<file path="config.mk">
export PLATFORM = sky130hd
export DESIGN_NAME = stage_fifo
export DESIGN_NICKNAME = d
export VERILOG_FILES = /design/src/rtl/stage_fifo_pkg.sv /design/src/rtl/stage_fifo.sv
export SDC_FILE = /design/constraint.sdc
export NUM_CORES = 1
export LEC_CHECK = 0
export ABC_AREA = 1
export ABC_CLOCK_PERIOD_IN_PS = 1950
export CAP_MARGIN = 25
export CORE_AREA = 5 5 73 75
export CTS_CLUSTER_SIZE = 10
export DETAILED_ROUTE_END_ITERATION = 7
export DIE_AREA = 0 0 78 80
export SETUP_SLACK_MARGIN = 0.1
export SKIP_LAST_GASP = 1
export SLEW_MARGIN = 40
export SYNTH_ARGS = -nofsm -noshare
export SYNTH_HDL_FRONTEND = slang
export SYNTH_SLANG_ARGS = --single-unit
export TNS_END_PERCENT = 100
</file>
<file path="constraint.sdc">
create_clock -name clk -period 1.95 [get_ports clk]
set_clock_uncertainty 0.15 [all_clocks]
set_input_delay 0.2925 -clock clk [delete_from_list [all_inputs] [get_ports clk]]
set_output_delay 0.2925 -clock clk [all_outputs]
set_load 0.01 [all_outputs]
</file>
<file path="src/rtl/stage_fifo_pkg.sv">
// -----------------------------------------------------------------------------
// stage_fifo_pkg
//   Shared defaults and helpers for the stage_fifo elastic buffer.
//
//   STAGE_FIFO_WIDTH : default payload width in bits.
//   STAGE_FIFO_DEPTH : default number of entries (power of two, 2..16).
//   PTR_MAX_W        : pointer width large enough for the deepest legal FIFO.
//   ptr_next()       : wrap-around increment of a FIFO pointer.
// -----------------------------------------------------------------------------
package stage_fifo_pkg;

    localparam int STAGE_FIFO_WIDTH = 8;
    localparam int STAGE_FIFO_DEPTH = 4;

    // Largest legal DEPTH is 16, so four pointer bits always suffice.
    localparam int PTR_MAX_W = 4;

    // Advance a pointer by one, returning to zero after depth-1.
    // The pointer is carried at PTR_MAX_W bits. Callers zero-extend their
    // narrower pointer on the way in and truncate the result on the way out.
    // Because depth is a power of two, truncation alone would also wrap.
    // The explicit compare keeps the function correct for any depth.
    function automatic logic [PTR_MAX_W-1:0] ptr_next(
        input logic [PTR_MAX_W-1:0] ptr,
        input int                   depth
    );
        if (32'(ptr) == depth - 1) begin
            return '0;
        end
        return ptr + PTR_MAX_W'(1);
    endfunction

endpackage : stage_fifo_pkg

</file>
<file path="src/rtl/stage_fifo.sv">
// -----------------------------------------------------------------------------
// stage_fifo
//   Single-clock valid/ready FIFO used as an elastic stage between a producer
//   and a consumer. Storage is a plain register array. The output is always
//   the entry at the read pointer, with no bypass path. A push into an empty
//   FIFO therefore reaches the output one cycle later.
//
// Parameters
//   WIDTH     : payload bits per entry.
//   DEPTH     : number of entries (power of two, 2..16).
//
// Ports
//   clk       : in   single clock, all state on the rising edge.
//   rst       : in   synchronous active-high reset.
//   in_valid  : in   producer offers in_data.
//   in_ready  : out  FIFO can accept (not full); depends on state only.
//   in_data   : in   producer payload.
//   out_valid : out  out_data holds the oldest entry (not empty).
//   out_ready : in   consumer takes out_data this cycle.
//   out_data  : out  oldest stored entry.
//   count     : out  number of stored entries, 0..DEPTH.
//   overflow  : out  sticky: in_valid seen while full; cleared by reset only.
// -----------------------------------------------------------------------------
module stage_fifo
    import stage_fifo_pkg::*;
#(
    parameter int WIDTH = STAGE_FIFO_WIDTH,
    parameter int DEPTH = STAGE_FIFO_DEPTH
) (
    input  logic                       clk,
    input  logic                       rst,
    input  logic                       in_valid,
    output logic                       in_ready,
    input  logic [WIDTH-1:0]           in_data,
    output logic                       out_valid,
    input  logic                       out_ready,
    output logic [WIDTH-1:0]           out_data,
    output logic [$clog2(DEPTH):0]     count,
    output logic                       overflow
);

    localparam int AW = $clog2(DEPTH);   // pointer width
    localparam int CW = $clog2(DEPTH) + 1; // count width, holds 0..DEPTH

    // ---------------------------------------------------------------------
    // State
    // ---------------------------------------------------------------------
    logic [WIDTH-1:0] r_mem [DEPTH];
    logic [AW-1:0]    r_wr_ptr;
    logic [AW-1:0]    r_rd_ptr;
    logic [CW-1:0]    r_count;
    logic             r_overflow;

    // ---------------------------------------------------------------------
    // Combinational status and handshakes
    // ---------------------------------------------------------------------
    logic          w_full;
    logic          w_empty;
    logic          w_push;
    logic          w_pop;
    logic [AW-1:0] w_wr_nxt;
    logic [AW-1:0] w_rd_nxt;

    assign w_full  = (r_count == CW'(DEPTH));
    assign w_empty = (r_count == '0);

    // in_ready looks only at stored state and never at out_ready. A full
    // FIFO therefore turns a push away even when a pop frees a slot in the
    // same cycle. This keeps the ready path free of any consumer-side
    // combinational loop.
    assign in_ready  = !w_full;
    assign out_valid = !w_empty;

    assign w_push = in_valid  && !w_full;
    assign w_pop  = out_ready && !w_empty;

    assign w_wr_nxt = AW'(ptr_next(PTR_MAX_W'(r_wr_ptr), DEPTH));
    assign w_rd_nxt = AW'(ptr_next(PTR_MAX_W'(r_rd_ptr), DEPTH));

    assign out_data = r_mem[r_rd_ptr];
    assign count    = r_count;
    assign overflow = r_overflow;

    // ---------------------------------------------------------------------
    // Storage: not reset. Contents are don't-care until written.
    // Writes are suppressed during reset so a discarded push leaves no trace.
    // ---------------------------------------------------------------------
    always_ff @(posedge clk) begin
        if (!rst && w_push) begin
            r_mem[r_wr_ptr] <= in_data;
        end
    end

    // ---------------------------------------------------------------------
    // Pointers
    // ---------------------------------------------------------------------
    always_ff @(posedge clk) begin
        if (rst) begin
            r_wr_ptr <= '0;
            r_rd_ptr <= '0;
        end else begin
            if (w_push) begin
                r_wr_ptr <= w_wr_nxt;
            end
            if (w_pop) begin
                r_rd_ptr <= w_rd_nxt;
            end
        end
    end

    // ---------------------------------------------------------------------
    // Occupancy. A simultaneous push and pop leaves count unchanged.
    // ---------------------------------------------------------------------
    always_ff @(posedge clk) begin
        if (rst) begin
            r_count <= '0;
        end else begin
            case ({w_push, w_pop})
                2'b10:   r_count <= r_count + CW'(1);
                2'b01:   r_count <= r_count - CW'(1);
                default: r_count <= r_count;
            endcase
        end
    end

    // ---------------------------------------------------------------------
    // Sticky overflow. It flags the attempt only. The rejected data never
    // touches storage or pointers.
    // ---------------------------------------------------------------------
    always_ff @(posedge clk) begin
        if (rst) begin
            r_overflow <= 1'b0;
        end else if (in_valid && w_full) begin
            r_overflow <= 1'b1;
        end
    end

endmodule : stage_fifo

</file>
==> metrics.md <==
| Metric | Value |
|---|---|
| I/O Buffers | `25` |
| Slew @ Worst Pin | `0.201 ns` |
| Total CTS buffers | `5` |
| Net count after synthesis | `170` |
| Clock tree buffer depth | `2` |
| Vias in the first global route | `1237` |
| Initial antenna violation count | `0` |
| Row cnt | `25` |
| Die Y-Extent | `80 microns` |
| Highest Clock Rate | `545 MHz` |
| Largest net degree at the start of global routing | `17` |
| VDD IR max | `0.689 mV` |
| Synth top area cells | `edfxtp_1, dfxtp_1, nor2_1` |
| Total gr overflow | `0` |
| Final setup margin | `0.116 ns` |
| Area share of the largest cell type after synthesis | `55.1%` |
| Final Hold Fails | `0` |
| Pre-CTS setup slack | `-0.158 ns` |
| Initial Util | `37.9%` |
| I/O pin cnt | `26` |
| Reg2reg setup slack | `0.12 ns` |
| Slew HR | `86.5%` |
| Critical Path RT | `1.99 ns` |
| Ys Warns | `0` |
| Worst setup SP type | `flip-flop` |
| Sequential share of the synthesized area | `66.6%` |
| Cts hold-fix bufs | `0` |
| Multi-input logic area | `522 sq um` |
| P&R area growth vs syn | `32.7%` |
| Routed WL | `3490 microns` |
| Most common cell after layout, fill and taps aside | `edfxtp_1` |
| 1st-iter DRT viols | `75` |
| Final-report setup violation count | `0` |
| Overall Global Routing Usage | `11.7%` |
| # fillers | `402` |
| ANT cells | `0` |
| DRT antenna net count | `0` |
| Max-slew violation count | `0` |
| Seq. cell area | `0.00118 sq mm` |
| Pwr dens | `1250 mW/mm^2` |
| Post-Synthesis Cells | `151` |
| Post-synthesis register bit count | `42` |
| DRC viols | `0` |
| Clock root buffer | `clkbuf_8` |
| Die W | `78 microns` |
| WS Path Type | `reg2reg` |
| CTS sink count | `42` |
| Final nets | `219` |
| Max Cap Viol | `0` |
| DIE AREA | `0.00624 sq mm` |
| Core area | `0.00460 sq mm` |
| Netlist Area Pre-Place | `0.00174 sq mm` |
| Distinct cells, synth | `19` |
| Unrepaired setup endpoints after global routing | `true` |
| Crit end category | `flip-flop` |
| Final Cell Area | `0.00231 sq mm` |
| Vias | `1219` |
| Skew-Pair Late Insertion Delay | `0.28 ns` |
| Layout cells sized above 1 | `25.9%` |
| Crit path max fanout | `4` |
| Commonest non-fill, non-tap cells in the layout | `edfxtp_1, nor2_1, buf_4` |
| Hold Crit Class | `reg2reg` |
| Outcome | `finished, final reports clean` |
| Synthesized area per cell | `11.5 sq um` |
| Worst-path clk slew | `0.07 ns` |
| Vias per inst | `4.78` |
| Util after Layout | `50.3%` |
| Crit path time final | `1.83 ns` |
| # H-tree levels | `2` |
| Global-route wire length before repair | `5760 microns` |
| Yosys top cell by area | `edfxtp_1` |
| CTS tree | `built` |
| Detailed Routing Iterations Pass 1 | `4` |
| Arr. time, crit path | `1.87 ns` |
| Wire per inst | `13.7 microns` |
| Final Wtd Congestion | `0.789` |
| Area post-placement | `0.00214 sq mm` |
| Final Cycle Share | `94.0%` |
| Detailed Place HPWL | `2390 microns` |
| P_leak | `0.910 nW` |
## sequential cells by signal, summed over array words and instances, names as in the netlist, named ones only
name and count:
overflow 1, r_mem 32, count 3, r_rd_ptr 2
r_wr_ptr 2
## layout make-up
cell class / instances / area share, %
Sequential cell: 42 / 50.9
Multi-Input combinational cell: 88 / 22.6
Timing Repair Buffer: 44 / 16.4
Clock buffer: 7 / 3.73
Inverter: 19 / 3.30
Tap cell: 54 / 2.92
Clock inverter: 1 / 0.216
## cells by family after synthesis
group / synth area share, %
and+or+nand+nor: 12.4
DFF: 66.6
AOI/OAI and AO/OA: 10.1
buffers and inverters: 5.38
adders and majority gates: 5.46
## power by group
part / internal [W] / switching, W / total [W]
logic: 0.000563 / 0.000583 / 0.00115
clock network: 0.000286 / 0.000276 / 0.000561
registers: 0.00109 / 0.0000973 / 0.00118
## cells in the mapped netlist
cell       n
inv_2      1
nor2_4     1
a21oi_1    5
nand3_1    3
o21ai_1    1
nand4_1    1
o21ai_2    3
nor2_1    29
inv_1     18
ha_1       6
fa_1       1
buf_6      2
nand3b_1   2
dfxtp_1   10
o22ai_1    8
nand2_1   11
o21ai_0   14
edfxtp_1  32
nand2_2    3
## routing by layer
layer	vias up	track usage [%]	wire, microns
met2	29	19.4	1730
met1	569	14.3	1550
li1	613	-	-
met4	0	4.05	44
met3	8	3.72	163
met5	-	0	0
## worst paths after layout
kind,from,to,depth (start not counted)
max,count[1],count[2],12
min,overflow,overflow,2
max reg2reg,count[1],count[2],12
min reg2reg,overflow,overflow,2
## critical path: stages, from the launching register on
cell and delay (ns):
dfxtp_4 0.37, nor2_4 0.17, nand2_4 0.09, nand2_4 0.07, ha_4 0.15, inv_4 0.04
fa_2 0.36, inv_1 0.07, nand2_1 0.07, nand3_1 0.07, nand2_1 0.05, inv_1 0.04
nor2_1 0.03
## what timing repair did
item,CTS,global route
pin swaps,2,8
setup buffers,2,4
hold endpoints to repair,0,0
endpoints found under the setup margin,12,11
gates resized for setup,22,23
## through the flow
step / cells / setup TNS [ns] / hold WS (ns) / total power (W)
after floorplan: 151 / 0 / 0.212 / 0.00172
after global placement: 241 / -0.0667 / 0.287 / 0.00217
after detailed placement: 241 / -0.208 / 0.308 / 0.00222
after CTS: 251 / 0 / 0.322 / 0.00283
after global routing: 255 / 0 / 0.346 / 0.00309
final: 255 / 0 / 0.316 / 0.00289
Power figures use the tool's default switching activity.
